## src/rtl/ram2p_fifo_ctrl_pkg.sv

```systemverilog
// Shared widths and elaboration helpers for the ram2p FIFO controller.
package ram2p_pkg;

    localparam int unsigned AWID_DEF = 8;
    localparam int unsigned DWID_DEF = 16;

    typedef enum logic [1:0] {
        OB_EMPTY = 2'd0,
        OB_ONE   = 2'd1,
        OB_FULL  = 2'd2
    } obuf_lvl_e;

    function automatic int unsigned ptr_w(input int unsigned awid);
        return awid + 1;
    endfunction

    function automatic int unsigned cnt_w(input int unsigned awid);
        return awid + 2;
    endfunction

    function automatic bit depth_ok(input int unsigned awid, input int unsigned depth);
        return depth == (32'd1 << awid);
    endfunction

endpackage

```

## src/rtl/ram2p_fifo_obuf.sv

```systemverilog
// Two-entry registered output buffer; entry 0 is always the head word.
module ram2p_fifo_obuf
    import ram2p_pkg::*;
#(
    parameter int unsigned DWID = DWID_DEF
) (
    input  logic            clk,
    input  logic            rstn,
    input  logic            i_push,
    input  logic            i_pop,
    input  logic [DWID-1:0] i_dat,
    output logic [DWID-1:0] o_dat,
    output logic            o_valid,
    output logic [1:0]      o_cnt
);

    obuf_lvl_e       lvl_q, lvl_d;
    logic [DWID-1:0] e0_q, e0_d, e1_q, e1_d;

    always_comb begin
        lvl_d = lvl_q;
        e0_d  = e0_q;
        e1_d  = e1_q;
        case (lvl_q)
            OB_EMPTY: begin
                if (i_push) begin
                    e0_d  = i_dat;
                    lvl_d = OB_ONE;
                end
            end
            OB_ONE: begin
                case ({i_push, i_pop})
                    2'b10:   begin e1_d = i_dat; lvl_d = OB_FULL; end
                    2'b01:   lvl_d = OB_EMPTY;
                    2'b11:   e0_d = i_dat;
                    default: ;
                endcase
            end
            OB_FULL: begin
                // the controller never pushes into a full buffer without popping
                if (i_pop) begin
                    e0_d = e1_q;
                    if (i_push) e1_d = i_dat;
                    else        lvl_d = OB_ONE;
                end
            end
            default: lvl_d = OB_EMPTY;
        endcase
    end

    always_ff @(posedge clk or negedge rstn) begin
        if (!rstn) begin
            lvl_q <= OB_EMPTY;
            e0_q  <= '0;
            e1_q  <= '0;
        end else begin
            lvl_q <= lvl_d;
            e0_q  <= e0_d;
            e1_q  <= e1_d;
        end
    end

    assign o_dat   = e0_q;
    assign o_valid = (lvl_q != OB_EMPTY);
    assign o_cnt   = lvl_q;

endmodule

```

## src/rtl/ram2p_fifo_ctrl.sv

```systemverilog
// Ready/valid FIFO controller driving an external ram2p; reads are issued ahead into a 2-entry buffer.
// Optional RAM2P_FIFO_HIWATER_EN adds o_hiwater, the peak o_count since reset.
module ram2p_fifo_ctrl
    import ram2p_pkg::*;
#(
    parameter int unsigned AWID  = AWID_DEF,
    parameter int unsigned DEPTH = 2**AWID,
    parameter int unsigned DWID  = DWID_DEF
) (
    input  logic            clk,
    input  logic            rstn,
    input  logic            i_wvalid,
    output logic            o_wready,
    input  logic [DWID-1:0] i_wdat,
    output logic            o_rvalid,
    input  logic            i_rready,
    output logic [DWID-1:0] o_rdat,
    output logic            o_ram_we,
    output logic [AWID-1:0] o_ram_waddr,
    output logic [DWID-1:0] o_ram_wdat,
    output logic [AWID-1:0] o_ram_raddr,
    input  logic [DWID-1:0] i_ram_rdat,
    output logic [AWID+1:0] o_count,
    output logic            o_empty
`ifdef RAM2P_FIFO_HIWATER_EN
   ,output logic [AWID+1:0] o_hiwater
`endif
);

    localparam int unsigned PW = ptr_w(AWID);
    localparam int unsigned CW = cnt_w(AWID);

    if (!depth_ok(AWID, DEPTH)) begin : g_depth_chk
        $error("ram2p_fifo_ctrl: DEPTH must equal 2**AWID");
    end

    logic [PW-1:0] wptr_q, wptr_d, rptr_q, rptr_d, ram_cnt;
    logic          inflight_q, inflight_d;
    logic [1:0]    obuf_cnt;
    logic          wacc, pop, issue, rvalid;

    always_comb begin
        ram_cnt  = wptr_q - rptr_q;
        o_wready = (ram_cnt != PW'(DEPTH));
        wacc     = i_wvalid & o_wready;
        pop      = rvalid & i_rready;
        // keep buffered + in-flight words at most 2 after this edge
        issue    = (ram_cnt != '0) &&
                   (({1'b0, obuf_cnt} + {2'b00, inflight_q}) < (3'd2 + {2'b00, pop}));
        wptr_d     = wptr_q + PW'(wacc);
        rptr_d     = rptr_q + PW'(issue);
        inflight_d = issue;

        o_ram_we    = wacc & rstn;
        o_ram_waddr = wptr_q[AWID-1:0];
        o_ram_wdat  = i_wdat;
        o_ram_raddr = rptr_q[AWID-1:0];
        o_rvalid    = rvalid;
        o_count     = CW'(ram_cnt) + CW'(inflight_q) + CW'(obuf_cnt);
        o_empty     = (o_count == '0);
    end

    always_ff @(posedge clk or negedge rstn) begin
        if (!rstn) begin
            wptr_q     <= '0;
            rptr_q     <= '0;
            inflight_q <= 1'b0;
        end else begin
            wptr_q     <= wptr_d;
            rptr_q     <= rptr_d;
            inflight_q <= inflight_d;
        end
    end

    ram2p_fifo_obuf #(.DWID(DWID)) u_obuf (
        .clk     (clk),
        .rstn    (rstn),
        .i_push  (inflight_q),
        .i_pop   (pop),
        .i_dat   (i_ram_rdat),
        .o_dat   (o_rdat),
        .o_valid (rvalid),
        .o_cnt   (obuf_cnt)
    );

`ifdef RAM2P_FIFO_HIWATER_EN
    logic [CW-1:0] hiw_q, hiw_d, cnt_nxt;

    // next o_count: issue moves a word RAM->in-flight, landing moves it in-flight->buffer
    always_comb begin
        cnt_nxt = o_count + CW'(wacc) - CW'(pop);
        hiw_d   = (cnt_nxt > hiw_q) ? cnt_nxt : hiw_q;
    end

    always_ff @(posedge clk or negedge rstn) begin
        if (!rstn) hiw_q <= '0;
        else       hiw_q <= hiw_d;
    end

    assign o_hiwater = hiw_q;
`endif

endmodule
```

## config.mk

```make
export PLATFORM = sky130hd
export DESIGN_NAME = ram2p_fifo_ctrl
export DESIGN_NICKNAME = d
export VERILOG_FILES = /design/src/rtl/ram2p_fifo_ctrl_pkg.sv /design/src/rtl/ram2p_fifo_obuf.sv /design/src/rtl/ram2p_fifo_ctrl.sv
export SDC_FILE = /design/constraint.sdc
export NUM_CORES = 1
export LEC_CHECK = 0
export ABC_AREA = 1
export ABC_CLOCK_PERIOD_IN_PS = 3800
export CAP_MARGIN = 15
export CORE_UTILIZATION = 40
export DETAILED_ROUTE_END_ITERATION = 6
export GPL_ROUTABILITY_DRIVEN = 1
export PLACE_DENSITY = 0.67
export SLEW_MARGIN = 20
export SYNTH_ARGS = -nofsm -noshare
export SYNTH_HDL_FRONTEND = slang
export SYNTH_SLANG_ARGS = --single-unit
```

## constraint.sdc

```tcl
create_clock -name clk -period 3.8 [get_ports clk]
set_input_delay 0.57 -clock clk [delete_from_list [all_inputs] [get_ports clk]]
set_output_delay 0.57 -clock clk [all_outputs]
set_load 0.02 [all_outputs]
```

==> results_dict.tcl, run 1 <==
set metrics [dict create \
    fin_area_um2 4090 \
    synth_edf_count 0 \
    holdWs_ns 0.462 \
    cts_sinks 53 \
    hold_viol 0 \
    syn-instance-count 424 \
    ys_ff_latch 53 \
    r2r-start "rptr_q[0]" \
    synth.avg_cell_area_um2 8.14 \
    setup.worst_path.class "register to primary output" \
    routed-via-count 2701 \
    drtPass1Iterations 4 \
    drv_slew 0 \
    ys.flop_type "dfrtp_1" \
    rsz0062_at_grt "yes" \
    reg2reg_depth 19 \
    drcViolationCount 0 \
    relSlewSlack_pct 37.8 \
    n_antenna_cell 0 \
    synthTopCellsByArea "dfrtp_1 (38%), nand2_1 (9.9%), buf_4 (7.0%), ha_1 (6.9%), inv_1 (6.6%)" \
    worstSkewPairLatency_ns 0.30 \
    r2r_setup_slack_ns 0.40 \
    synthArstFlopShare_pct 100 \
    final_antenna_net_count 0 \
    start_util_pct 41.6 \
    ios 98 \
    antenna_found_initial 0 \
    post-route-min-period_ns 3.63 \
    met3_usage_pct 3.62 \
    timing.fmax_mhz 276 \
    grt_pass1_wl_um 11900 \
    yosysWarnings 0 \
    gr-usage-met1_pct 20.8 \
    place_ws_ns 0.0587 \
    drtIter0Drc 82 \
    critPathCapture "o_empty" \
    port_buffers 65 \
    busiest_layer "met2" \
    grt_max_degree 54 \
    fin_ws_ns 0.173 \
    worstPathArrival_ns 3.06 \
    multi_input_area_um2 1620 \
    gr-total-overflow 0 \
    die_area_um2 9010 \
    die_y_um 94.9 \
    layout_commonest_cell "nand2_1" \
    place_area_um2 3990 \
    ctsHoldBuffers 0 \
    cts_tree "yes" \
    first_global_vias 2687 \
    fill_cells 829 \
    layout.nets 518 \
    synth_fp_nets 482 \
    clock-root-buffer "clkbuf_8" \
    skew_ns 0.00310 \
    synth_largest_area_cell "dfrtp_1" \
    wire_per_inst_um 12.3 \
    met2_usage_pct 29.2 \
    syn_area_um2 3450 \
    finalSetupTns_ns 0 \
    rows 33 \
    hold_class "input port to asynchronous set/reset pin" \
    ctsLongestPathBuffers 2 \
    dpl.hpwl_um 5280 \
    crit_fanout 4 \
    h-tree-depth 2 \
    r2r_end "wptr_q[8]" \
    numCtsBuffers 5 \
    place.gp.congestion 0.771 \
    drive_gt1_share_pct 8.24 \
    synth.distinct_cells 35 \
    cp.required_ns 3.23 \
    seqCellArea_um2 1330 \
    cp-startpoint "rptr_q[0]" \
    cp-start-kind "register" \
    core_area_um2 8300 \
    endpoint_kind "primary output" \
    status "finished, final reports clean" \
    ys_seq_area_share_pct 38.4 \
    drt-total-wl_um 6970 \
    via_per_inst 4.77 \
    setup_viol 0 \
    fp.dieW_um 94.9 \
    mostFrequentLayoutCells "nand2_1 (91), inv_1 (61), clkdlybuf4s50_1 (58)" \
    fin_crit_sh_pct 95.5 \
    netlist.area_leader.share_pct 38.4 \
    grt_usage_pct 16.7 \
    maxCapViolCount 0 \
    syn_to_final_growth_pct 18.3 \
    clk_pin_slew_ns 0.09 \
    tightest_slew_ns 0.933 \
]
-- critical path, stage by stage (launching register included) --
cell and delay, ns:
dfrtp_1 0.42, ha_1 0.21, fa_1 0.51, inv_1 0.08, fa_1 0.47, or2_2 0.30
nor2_1 0.11, nand3_1 0.09, nor2_1 0.11, nand2_1 0.05, nor2_1 0.08, nand3_1 0.07
nor2_1 0.08, clkbuf_2 0.17
-- metrics by stage --
stage,std cells,util (%)
final,566,49.2
after global routing,566,49.2
after CTS,566,49.1
after detailed placement,558,48.1
after global placement,558,48.1
after floorplan,424,-
-- synth_stat cells, types with 2 or more instances --
cell,count
a21oi_1,7
buf_2,4
buf_4,32
clkbuf_1,5
dfrtp_1,53
fa_1,3
ha_1,19
inv_1,61
inv_2,2
nand2_1,91
nand2_2,7
nand2_4,2
nand3_1,32
nand3_2,4
nand4_1,3
nor2_1,15
nor2_2,5
o211ai_1,16
o21a_1,16
o21ai_0,18
xnor2_1,4
xor2_1,12
-- worst min path at each step --
stage                             to  slack [ns]  cells past startpoint
CTS                        wptr_q[8]        0.49                      2
detailed placement  u_obuf.o_dat[15]        0.48                      1
finish                     rptr_q[6]        0.46                      2
floorplan                 inflight_q        0.27                      0
global placement     u_obuf.o_dat[9]        0.47                      1
global route        u_obuf.o_dat[13]        0.52                      1
-- routing by layer --
layer	vias to the layer above	part of all wire [%]
met1	1249	45
li1	1386	-
met3	6	5.0
met5	-	0
met2	60	49
met4	0	0.63
-- registers in the layout, summed over array words and instances (netlist names) --
name,count
rptr_q,9
u_obuf.e1_q,16
u_obuf.o_dat,16
u_obuf.o_cnt,2
inflight_q,1
wptr_q,9
-- final cells by class --
| cell class | count | area share, % |
|---|---|---|
| Inverter | 63 | 5.79 |
| Clock inverter | 1 | 0.184 |
| Clock buffer | 7 | 1.87 |
| Tap cell | 105 | 3.21 |
| Multi-Input combinational cell | 267 | 39.6 |
| Timing Repair Buffer | 70 | 16.9 |
| Sequential cell | 53 | 32.5 |
-- cells by family (layout without fill, tap and decap cells) --
| logic type | count (synthesis) | after routing | share of synthesized area, % |
|---|---|---|---|
| AOI/OAI and AO/OA | 63 | 63 | 11.8 |
| xor gates and xnor gates | 16 | 16 | 4.06 |
| and+or+nand+nor | 166 | 166 | 22.1 |
| DFF | 53 | 53 | 38.4 |
| buffers and inverters | 104 | 141 | 14.9 |
| adders and majority gates | 22 | 22 | 8.62 |
-- repair_timing --
action	in CTS	in global routing
pin swaps	0	0
setup buffers	0	0
setup endpoints to repair	1	7
resized for setup	2	7
Power of run 1 is left out: the tool's default activity adds up to more than one toggle a clock period on the data nets, which glitch-free logic cannot reach.
==> run 2: changes to the inputs <==
--- a/config.mk
+++ b/config.mk
@@ -12,6 +12,7 @@
 export DETAILED_ROUTE_END_ITERATION = 6
 export GPL_ROUTABILITY_DRIVEN = 1
 export PLACE_DENSITY = 0.67
+export SKIP_LAST_GASP = 1
 export SLEW_MARGIN = 20
 export SYNTH_ARGS = -nofsm -noshare
 export SYNTH_HDL_FRONTEND = slang
==> results of run 2 <==
No change in the layout: final DEF, timing and power equal those of run 1.
Power of run 2 is left out for the same reason.
==> run 3: changes to the inputs <==
--- a/config.mk
+++ b/config.mk
@@ -7,7 +7,7 @@
 export LEC_CHECK = 0
 export ABC_AREA = 1
 export ABC_CLOCK_PERIOD_IN_PS = 3800
-export CAP_MARGIN = 15
+export CORE_MARGIN = 3
 export CORE_UTILIZATION = 40
 export DETAILED_ROUTE_END_ITERATION = 6
 export GPL_ROUTABILITY_DRIVEN = 1
==> results_dict.tcl, run 3 (same netlist as run 1, synthesis figures left out) <==
set metrics [dict create \
    status "finished, final reports clean" \
    final_antenna_net_count 0 \
    start_util_pct 41.6 \
    worstPathArrival_ns 3.03 \
    maxCapViolCount 0 \
    numCtsBuffers 5 \
    grt_max_degree 54 \
    crit_chain "inv_1 -> ha_1 -> fa_1 -> inv_1 -> fa_1 -> or2_2 -> nor2_1 -> nand3_1 -> nor2_1 -> nand2_1 -> nor2_1 -> nand3_1 -> nor2_1 -> buf_2" \
    fin_crit_sh_pct 94.9 \
    cp.required_ns 3.23 \
    path_buf_inv 3 \
    grt_usage_pct 14.9 \
    r2r_setup_slack_ns 0.41 \
    die_area_um2 9780 \
    clock-root-buffer "clkbuf_8" \
    ctsLongestPathBuffers 2 \
    hold_class "input port to asynchronous set/reset pin" \
    rows 33 \
    relSlewSlack_pct 37.9 \
    setup.worst_path.class "register to primary output" \
    clk_pin_slew_ns 0.09 \
    reg2reg_depth 20 \
    ios 98 \
    r2r_end "wptr_q[8]" \
    fp.dieW_um 98.9 \
    critPathSlowestCell "fa_1" \
    cts_tree "yes" \
    drtPass1Iterations 4 \
    drcViolationCount 0 \
    r2r-start "wptr_q[0]" \
    crit_family "adder cells" \
    first_global_vias 2719 \
    crit_fanout 3 \
    h-tree-depth 2 \
    place.gp.congestion 0.847 \
    cp-start-kind "register" \
    tightest_slew_ns 0.932 \
    rsz0062_at_grt "no" \
    port_buffers 65 \
    dp_cells 558 \
    n_antenna_cell 0 \
    antenna_found_initial 0 \
    die_y_um 98.9 \
    wire_per_inst_um 12.5 \
    skew_ns 0.0135 \
    syn_to_final_growth_pct 18.4 \
    timing.fmax_mhz 277 \
    hold_viol 0 \
    ctsHoldBuffers 0 \
    finalSetupTns_ns 0 \
    dpl.hpwl_um 5470 \
    routed-via-count 2704 \
    drive_gt1_share_pct 8.46 \
    slowest_delay_ns 0.43 \
    drtIter0Drc 67 \
    post-route-min-period_ns 3.60 \
    setup_viol 0 \
    worstSkewPairLatency_ns 0.30 \
    mostFrequentLayoutCells "nand2_1 (91), inv_1 (61), clkdlybuf4s50_1 (58)" \
    endpoint_kind "primary output" \
    layout.nets 518 \
    core_area_um2 8300 \
    via_per_inst 4.78 \
    cts_setup_buffers 0 \
    crit_top_cell "nor2_1" \
    cts_sinks 53 \
    drt-total-wl_um 7070 \
    grt_pass1_wl_um 12200 \
    drv_slew 0 \
    final_cell_count_no_fill 566 \
    layout_commonest_cell "nand2_1" \
    gr-total-overflow 0 \
]
==> run 3: changes by cell type in the layout (fill, tap and decap cells not counted) <==
cell	previous run	this run
buf_2	1	2
clkbuf_1	2	1
clkbuf_2	1	0
clkinv_2	0	1
clkinvlp_4	1	0
inv_6	0	1
==> run 3: stage by stage <==
step	hold slack [ns]	utilization (%)	area, µm²	setup WS (ns)
floorplan	0.274	-	3450	0.446
global placement	0.476	48.1	3990	0.123
detailed placement	0.481	48.1	3990	0.0824
CTS	0.494	49.1	4080	0.0231
global route	0.506	49.3	4090	0.00809
finish	0.461	49.3	4090	0.196
==> run 3: worst register-to-register path, stage by stage, from the launching register on <==
cell	delay [ns]
dfrtp_1	0.36
inv_1	0.07
ha_1	0.21
fa_1	0.43
inv_1	0.12
nand2_2	0.11
nand2_2	0.12
nand3_2	0.09
nand2_1	0.07
nand2_1	0.06
nand2_2	0.10
inv_1	0.07
nand2_2	0.07
nor2_2	0.05
a21boi_0	0.20
ha_1	0.23
ha_1	0.19
nand3_1	0.12
nor3b_1	0.34
nand3_1	0.14
xnor2_1	0.15
==> run 3: how the worst max path moves through the flow <==
stage / startpoint / endpoint / cells after the start
6_report: wptr_q[0] / o_empty / 14
5_1_grt: wptr_q[0] / o_empty / 14
4_1_cts: wptr_q[0] / o_empty / 14
3_5_place_dp: wptr_q[0] / o_empty / 14
3_3_place_gp: rptr_q[0] / o_empty / 13
2_1_floorplan: wptr_q[0] / o_empty / 13
==> run 3: repair_timing <==
item,4_1_cts,5_1_grt
cloned,0,0
resized for setup,1,9
endpoints found under the hold margin,0,0
endpoints found under the setup margin,1,7
==> run 3: layout make-up <==
type                       count  area [µm²]
tap                          105         131
timing repair buffer          70         691
multi-input combinational    267        1620
clock buffer                   6        72.6
sequential                    53        1330
clock inverter                 2        13.8
inverter                      63         236
fill                         811        4210
==> run 3: per-layer routing <==
layer / vias to the layer above / GRT usage (%) / routed length, µm
met2: 64 / 26.2 / 3430
met1: 1231 / 19.0 / 3200
met3: 8 / 3.47 / 379
met4: 0 / 2.63 / 59
met5: - / 0 / 0
li1: 1401 / - / -
Power of run 3 is left out for the same reason.
